## src/rtl/n64_input_recorder.sv

```systemverilog
// Purpose: records N64 controller frames into a FIFO and streams them to the host as 8N1 UART bytes (MSB byte first).
// Latency: strobe at edge N is written at N, popped at N+1, and tx_uart goes low (start bit) from edge N+2.
// Backpressure: none upstream; a frame strobed while the FIFO is full (and not popping) is dropped and sets sticky overflow.
// Optional: define RECORDER_SYNC_BYTE_EN to prefix every frame with sync byte 0xA5 (5 bytes per frame).

// Generic circular FIFO; pointers carry one extra wrap bit to tell full from empty.
// Latency: a written word is visible on rd_dat the cycle after its write edge.
// Backpressure: caller must not write while full unless it reads in the same cycle.
module fifo #(
    parameter int W     = 32,
    parameter int DEPTH = 16
) (
    input  logic                    clk,
    input  logic                    rst_n,
    input  logic                    wr_vld,
    input  logic [W-1:0]            wr_dat,
    input  logic                    rd_rdy,
    output logic [W-1:0]            rd_dat,
    output logic                    full,
    output logic                    empty,
    output logic [$clog2(DEPTH):0]  count
);
    localparam int AW = $clog2(DEPTH);
    localparam logic [AW:0] PTR_ONE = 1;

    logic [W-1:0] mem [DEPTH];
    logic [AW:0]  wr_ptr;
    logic [AW:0]  rd_ptr;

    assign count  = wr_ptr - rd_ptr;
    assign empty  = (wr_ptr == rd_ptr);
    assign full   = (wr_ptr[AW] != rd_ptr[AW]) && (wr_ptr[AW-1:0] == rd_ptr[AW-1:0]);
    assign rd_dat = mem[rd_ptr[AW-1:0]];

    // Pointer advance; a write into a full FIFO lands in the slot being read this cycle.
    always_ff @(posedge clk) begin
        if (!rst_n) begin
            wr_ptr <= '0;
            rd_ptr <= '0;
        end else begin
            if (wr_vld) wr_ptr <= wr_ptr + PTR_ONE;
            if (rd_rdy) rd_ptr <= rd_ptr + PTR_ONE;
        end
    end

    // Storage write port.
    always_ff @(posedge clk) begin
        if (wr_vld) mem[wr_ptr[AW-1:0]] <= wr_dat;
    end
endmodule

module n64_input_recorder #(
    parameter int CLK_HZ     = 50000000,
    parameter int BAUD       = 1000000,
    parameter int FIFO_DEPTH = 16
) (
    input  logic        sys_clk,
    input  logic        rst_n,
    input  logic        enable,
    input  logic        frame_valid,
    input  logic [31:0] frame_data,
    input  logic        clear_overflow,
    output logic        tx_uart,
    output logic        busy,
    output logic        overflow,
    output logic [15:0] frame_count
);
    localparam int CLKS_PER_BIT = CLK_HZ / BAUD;
    localparam int CW = $clog2(CLKS_PER_BIT);
    localparam int AW = $clog2(FIFO_DEPTH);
    localparam logic [CW-1:0] CNT_LAST = CW'(CLKS_PER_BIT - 1);
    localparam logic [CW-1:0] CNT_ONE  = 1;
`ifdef RECORDER_SYNC_BYTE_EN
    localparam logic [2:0] LAST_BYTE = 3'd4;
    localparam logic [7:0] SYNC_BYTE = 8'hA5;
`else
    localparam logic [2:0] LAST_BYTE = 3'd3;
`endif

    typedef enum logic [1:0] {IDLE, START, DATA, STOP} state_t;

    state_t        state;
    state_t        state_nxt;
    logic [CW-1:0] clk_cnt;
    logic [2:0]    bit_idx;
    logic [2:0]    byte_idx;
    logic [7:0]    cur_byte;
    logic [31:0]   shreg;
    logic          cnt_done;
    logic          tx_nxt;
    logic          busy_nxt;
    logic          fifo_wr;
    logic          fifo_rd;
    logic          fifo_full;
    logic          fifo_empty;
    logic [31:0]   fifo_rd_dat;
    logic [AW:0]   fifo_count;
    logic [AW:0]   occ_nxt;
    logic          drop;

    fifo #(.W(32), .DEPTH(FIFO_DEPTH)) u_fifo (
        .clk    (sys_clk),
        .rst_n  (rst_n),
        .wr_vld (fifo_wr),
        .wr_dat (frame_data),
        .rd_rdy (fifo_rd),
        .rd_dat (fifo_rd_dat),
        .full   (fifo_full),
        .empty  (fifo_empty),
        .count  (fifo_count)
    );

    // A pop in the same cycle frees a slot, so a full FIFO can still accept.
    assign fifo_wr  = frame_valid & enable & (~fifo_full | fifo_rd);
    assign drop     = frame_valid & enable & fifo_full & ~fifo_rd;
    assign cnt_done = (clk_cnt == CNT_LAST);
    assign occ_nxt  = fifo_count + {{AW{1'b0}}, fifo_wr} - {{AW{1'b0}}, fifo_rd};
    assign busy_nxt = (occ_nxt != '0) || (state_nxt != IDLE);

    // Next-state, FIFO pop and line level for the current bit period.
    always_comb begin
        state_nxt = state;
        fifo_rd   = 1'b0;
        tx_nxt    = 1'b1;
        case (state)
            IDLE: begin
                if (!fifo_empty) begin
                    fifo_rd   = 1'b1;
                    state_nxt = START;
                end
            end
            START: begin
                tx_nxt = 1'b0;
                if (cnt_done) state_nxt = DATA;
            end
            DATA: begin
                tx_nxt = cur_byte[bit_idx];
                if (cnt_done && bit_idx == 3'd7) state_nxt = STOP;
            end
            STOP: begin
                if (cnt_done) state_nxt = (byte_idx == LAST_BYTE) ? IDLE : START;
            end
            default: state_nxt = IDLE;
        endcase
    end

    // State register.
    always_ff @(posedge sys_clk) begin
        if (!rst_n) state <= IDLE;
        else        state <= state_nxt;
    end

    // Serializer datapath; tx_uart is registered so it trails the state by one cycle.
    always_ff @(posedge sys_clk) begin
        if (!rst_n) begin
            clk_cnt  <= '0;
            bit_idx  <= '0;
            byte_idx <= '0;
            cur_byte <= '0;
            shreg    <= '0;
            tx_uart  <= 1'b1;
            busy     <= 1'b0;
        end else begin
            tx_uart <= tx_nxt;
            busy    <= busy_nxt;
            if (state == IDLE || cnt_done) clk_cnt <= '0;
            else                           clk_cnt <= clk_cnt + CNT_ONE;
            if (fifo_rd) begin
                byte_idx <= '0;
                bit_idx  <= '0;
`ifdef RECORDER_SYNC_BYTE_EN
                cur_byte <= SYNC_BYTE;
                shreg    <= fifo_rd_dat;
`else
                cur_byte <= fifo_rd_dat[31:24];
                shreg    <= {fifo_rd_dat[23:0], 8'h00};
`endif
            end
            if (state == DATA && cnt_done) bit_idx <= bit_idx + 3'd1;
            if (state == STOP && cnt_done && state_nxt == START) begin
                byte_idx <= byte_idx + 3'd1;
                cur_byte <= shreg[31:24];
                shreg    <= {shreg[23:0], 8'h00};
            end
        end
    end

    // Accepted-frame counter and sticky overflow; a drop beats a same-cycle clear.
    always_ff @(posedge sys_clk) begin
        if (!rst_n) begin
            frame_count <= '0;
            overflow    <= 1'b0;
        end else begin
            if (fifo_wr)             frame_count <= frame_count + 16'd1;
            if (drop)                overflow    <= 1'b1;
            else if (clear_overflow) overflow    <= 1'b0;
        end
    end
endmodule

```

## config.mk

```make
export PLATFORM = sky130hd
export DESIGN_NAME = n64_input_recorder
export DESIGN_NICKNAME = d
export VERILOG_FILES = /design/src/rtl/n64_input_recorder.sv
export SDC_FILE = /design/constraint.sdc
export NUM_CORES = 1
export LEC_CHECK = 0
export CORE_MARGIN = 4
export CORE_UTILIZATION = 42
export CTS_CLUSTER_SIZE = 20
export DETAILED_ROUTE_END_ITERATION = 6
export GPL_TIMING_DRIVEN = 0
export PLACE_DENSITY = 0.57
export SYNTH_ARGS = -nofsm -noshare
export SYNTH_HDL_FRONTEND = slang
export SYNTH_HIERARCHICAL = 1
export SYNTH_SLANG_ARGS = --single-unit
```

## constraint.sdc

```tcl
create_clock -name sys_clk -period 5.55 [get_ports sys_clk]
set_input_delay 1.11 -clock sys_clk [delete_from_list [all_inputs] [get_ports sys_clk]]
set_output_delay 1.11 -clock sys_clk [all_outputs]
set_load 0.02 [all_outputs]
```

After elaboration in Yosys (flattened, before gate mapping)
Memories as Yosys holds them, arrays and structs flattened. A register that Yosys moved wholly into a read port is not among the register bits.
Index checks and enable logic that the tools add are counted.
W data, S select, Z words.

storage, ports and cells
  bits in registers = 75
  memory bits (writable) = 512
  memories kept = 1

memories
  memory      words  bits a word  rd ports  clocked after memory_dff  wr ports  line  text
  u_fifo.mem  16     32           1         1                         1         26    logic [W-1:0] mem [DEPTH];

operators by class
  add/sub/neg operators = 9
  order comparisons = 1
  equal/unequal tests = 10
  multiplexer cells = 24
  bitwise logic cells = 8
  reductions and logical operators = 14

operators by type and width
  cell                     number
  $mux W32                 2
  $add A16 B1 Y16 const B  1
  $mux W8                  2
  $add A5 B1 Y5 const B    2
  $mux W3                  3
  $mux W1                  8
  $mux W2                  4
  $mux W4                  2
  $pmux W2 S4              1
  $reduce_bool A2 Y1       4
  $add A3 B1 Y3 const B    2
  $add A6 B1 Y6 const B    1
  $eq A6 B6 Y1 const B     1
  $add A5 B1 Y5            1
  $eq A5 B5 Y1             1
  $logic_and A1 B1 Y1      5
  $reduce_bool A5 Y1       1
  $sub A5 B1 Y5            1
  $sub A5 B5 Y5            1
  $and A1 B1 Y1            4
  $eq A2 B1 Y1 const B     2
  $eq A2 B2 Y1 const B     2
  $eq A4 B4 Y1             1
  $lt A3 B4 Y1 const B     1
  10 further kinds         13

Longest topological paths before layout
  depth in word-level cells = 9
  mapped depth = 15
  mapped depth without buffers = 14

Hierarchy
Netlist, hierarchy kept.

modules (own cells, without submodules)
  module              instances  cells an instance  area an instance (µm²)
  fifo                1          875                19925.4
  n64_input_recorder  1          340                2985.4

Worst setup path before layout
OpenSTA, ideal clock, no wires.

  path kind = input to register
  start = input frame_valid
  end = memory u_fifo.mem[0][0] (enable)
  arrival = 2.892 ns
  required time = 5.158 ns
  path slack = 2.266 ns
  stages = 5
  path buffers = 1
  path through = nand2_1 -> nor2_1 -> clkbuf_1 -> nor3b_1 -> and2_1

between the ends
  word-level cells in the longest chain between the ends = 4

RTL lines
  what                           line  text
  start, declared                60    input logic frame_valid,
  $and A1 B1 Y1 (2 in series)    114   assign fifo_wr = frame_valid & enable & (~fifo_full | fifo_rd);
  via fifo_wr                    92    logic fifo_wr;
  $mux W1                        48    if (wr_vld) mem[wr_ptr[AW-1:0]] <= wr_dat;
  $mux W1 (implied by the code)  48
  end, declared                  26

The timed path passes the listed nets, and every way through them passes these cells.

Worst setup path after layout
  start = register u_fifo.wr_ptr[0]
  end = register busy

between the ends
  word-level cells in the longest chain between the ends = 9
  elaborated cells on any way between the ends = 16

RTL lines
  what                    line  text
  start, declared         27    logic [AW:0] wr_ptr;
  start signal, assigned  41    if (wr_vld) wr_ptr <= wr_ptr + PTR_ONE;
  $eq A5 B5 Y1 *          31    assign empty = (wr_ptr == rd_ptr);
  via fifo_empty          95    logic fifo_empty;
  $mux W1                 127   if (!fifo_empty) begin
  $mux W1                 125   case (state)
  $or A1 B1 Y1            114
  $and A1 B1 Y1           114
  $add A5 B1 Y5           117   assign occ_nxt = fifo_count + {{AW{1'b0}}, fifo_wr} - {{AW{1'b0}}, fifo_rd};
  $sub A5 B1 Y5           117
  $reduce_bool A5 Y1      118   assign busy_nxt = (occ_nxt != '0) || (state_nxt != IDLE);
  $logic_or A1 B1 Y1 *    118
  end signal, assigned    165   busy <= busy_nxt;
  end, declared           64    output logic busy,

The timed path passes the listed nets; every way through them passes the cells marked *.
A chain may end at the register's enable or synchronous reset.

==> metrics.txt <==
floorplan core area=53900 µm²; sequential fraction of the synthesis area=0.740; library cell contributing the largest single delay on the critical path=fa_1; std cell rows=85; type of the tightest min-delay check=reg2reg; worst rel slew slack=0.364; P_leak=8.36 nW; cell accounting for the most synthesized area=edfxtp_1; number of primary I/O pins=56; Resize count post-CTS=0; source-to-sink clock delay at the later pin of the worst-skew pair=620 ps; kind of cell adding the most delay to the critical path=adder cells; WP data required=6030 ps; Worst setup EP type=register; global-route usage over all layers=0.176; run status=finished clean; overall via count from detail_route=11694; pin count of the biggest net entering global routing=24; global-route wire length before repair=77200 µm; via count of the first global-routing pass=11861; most frequently used flop master after synthesis=edfxtp_1; worst r2r src=u_fifo/wr_ptr[0]; initial antenna violation count=0; count of nets left with antenna violations after detail routing=0; clock period minus final worst setup slack=3750 ps; clock transition at the registers of the reported paths=60 ps; violation count after the first detailed-routing iteration=870; final worst setup slack=1800 ps; flip-flop and latch count after synthesis=591; detailed placer's ending HPWL=32800 µm; cell with the most instances after synthesis=edfxtp_1; CTS sink count=591; number of H-tree levels=2; synthesized area per cell=18.9 µm²; maximum buffer depth of the clock tree=3; endpoint with the worst hold slack=cur_byte[5]; count of warnings emitted by yosys=6; chain of cells forming the critical path=inv_1 -> ha_1 -> nand4_1 -> nor2_1 -> or3_1 -> buf_2 -> clkinv_1 -> nand2b_1 -> nand2_1 -> ha_1 -> fa_1 -> xor2_1 -> nor3_1 -> o21ai_0 -> o41a_1; die footprint=58400 µm²; hold-fix buffer count after cts=0; RSZ-0062 raised after global routing=no; post-placement worst setup slack=1470 ps; DRC errors left=0; largest cells by area after synthesis=edfxtp_1 67%, mux4_2 13%, dfxtp_1 6.9%; largest stage delay on the critical path=450 ps; number of enable flip-flop cells after synthesis=512; GP Congestion=0.783; top cell types by occurrence after synthesis=512 x edfxtp_1, 130 x mux4_2, 97 x nand2_1; first-pass iteration count of the detailed router=5; total number of nets in the final design=1405; Remaining Overflow, GRT=0; largest fanout on the critical path=9; worst voltage drop across the vdd grid=276 µV; Max Clk Rate=267 MHz; Synth Net Count=1274; final routed wirelength across all metal layers=51900 µm; post-route setup TNS=0 ps; die span in x=242 µm; PwrDens=407 nW/µm²; post-synthesis cell type count=47; hold_ws=455 ps; post-route clock period utilization=0.675; max-capacitance violation count=0; Final Max Tran Viols=0; die height=242 µm; detailed-route vias per instance=5.61; number of buffers and inverters on the critical path=3; worst reg-to-reg setup slack=1800 ps; destination of the worst register-to-register timing path=busy; Clk Tree Root Cell=clkbuf_16; Area Growth Syn to Fin=15.9%; final antenna diode count=0; Initial Utilization=0.425; number of cells on the worst hold path=2; synthesized cell area=22900 µm²; filler cell count in the final layout=4383; number of buffers added by the clock tree synthesis step=58; post-detailed-route wirelength per cell=24.9 µm; share of async-settable or async-resettable flops after synthesis=0; number of setup buffers added after CTS=0; Final Hold Vio Count=0; fraction of synthesized cell area taken by the top area cell type=0.671; launch instance of the worst min-delay path=cur_byte[5]; TritonCTS clock tree=done; worst clock skew=24.1 ps; count of buffers inserted at the top-level ports=55; synthesized instance count=1215; share of cells above drive strength 1=0.193; dominant cell type by count on the critical path=ha_1; final setup violation count=0; CP Data Arrival Time=4220 ps; worst setup path category=reg2reg; Worst Reg-to-Reg Cells=15; type of element launching the critical path=register; Slew @ Worst Pin=953 ps
## how the worst max path moves through the flow
stage | start | endpoint | slack (ps) | cells after the start
after floorplan | frame_valid | u_fifo/mem[0][0] | 2270 | 5
after detailed placement | frame_valid | u_fifo/mem[1][15] | 1470 | 7
after global routing | u_fifo/wr_ptr[0] | busy | 1460 | 15
final | u_fifo/wr_ptr[0] | busy | 1800 | 15
after global placement | frame_valid | u_fifo/mem[0][15] | 540 | 6
after CTS | u_fifo/wr_ptr[0] | busy | 1760 | 15
## layout by cell type, fill, tap and decap left out, types with 4 or more instances in the layout
master and count:
edfxtp_1 512, mux4_2 130, nand2_1 97, a22oi_1 88, dfxtp_1 79, clkbuf_16 59
clkdlybuf4s50_1 55, a21oi_1 46, clkbuf_1 45, ha_1 20, nor2_1 19, xnor2_1 17
inv_1 16, and2_2 16, buf_12 16, clkinv_1 13, buf_2 12, nand2b_1 12
and2_1 11, mux2i_1 10, buf_4 9, buf_1 9, nor2b_1 8, nand4_1 8
o21ai_0 7, nand3_1 7, xor2_1 7, bufinv_16 7, clkinv_2 6, and3_1 4
## cells by family (layout without fill, tap and decap cells)
family / after synthesis / in the layout / synth area share
AO/OA/AOI/OAI: 151 / 151 / 0.0443
XOR/XNOR: 24 / 24 / 0.00917
adder cells (fa/ha/maj): 22 / 22 / 0.0127
buffers and inverters: 79 / 251 / 0.0151
flip-flops: 591 / 591 / 0.740
multiplexers: 142 / 142 / 0.133
AND/OR/NAND/NOR: 206 / 206 / 0.0455
## metal layers
layer  vias to the layer above  part of all wire  global-route usage  wire (µm)
li1                       5166                 -                   -          -
met1                      6115              0.44               0.249      22800
met2                       334              0.48               0.288      25000
met3                        79             0.056              0.0271       2920
met4                         0             0.023              0.0483       1180
met5                         -                 0                   0          0
## state kept, by name, indices dropped and copies added (netlist names), 2 cells and up, named ones only
signal / cells
clk_cnt: 6
cur_byte: 8
u_fifo/mem: 512
shreg: 24
frame_count: 16
u_fifo/rd_ptr: 5
bit_idx: 3
byte_idx: 3
state: 2
u_fifo/wr_ptr: 5
## area by class of cell
| class | instances | area, µm² | area share |
|---|---|---|---|
| Sequential cell | 591 | 17000 | 0.638 |
| Buffer | 62 | 282 | 0.0106 |
| Clock buffer | 74 | 1550 | 0.0585 |
| Tap cell | 696 | 871 | 0.0328 |
| Clock inverter | 27 | 335 | 0.0126 |
| Inverter | 17 | 63.8 | 0.00240 |
| Timing Repair Buffer | 71 | 871 | 0.0328 |
| Multi-Input combinational cell | 545 | 5630 | 0.212 |
## worst register-to-register path, stage by stage (launching register included)
cell	delay, ps
dfxtp_1	430
inv_1	120
ha_1	310
nand4_1	120
nor2_1	180
or3_1	120
buf_2	170
clkinv_1	310
nand2b_1	270
nand2_1	90
ha_1	220
fa_1	450
xor2_1	180
nor3_1	140
o21ai_0	110
o41a_1	420
## power breakdown
part / internal (mW) / total (mW) / switching (mW)
logic: 0.841 / 1.86 / 1.02
clock network: 2.29 / 3.92 / 1.63
registers: 4.96 / 5.04 / 0.0779
## stage by stage
stage	total power, mW	std cells	utilization	instance area, µm²
finish	10.8	2083	0.493	26600
global route	11.3	2083	0.493	26600
CTS	10.9	2083	0.493	26600
detailed placement	7.01	1982	0.458	24700
global placement	6.98	1966	0.451	24300
floorplan	6.43	1215	-	22900
(Power assumes the default switching activity.)
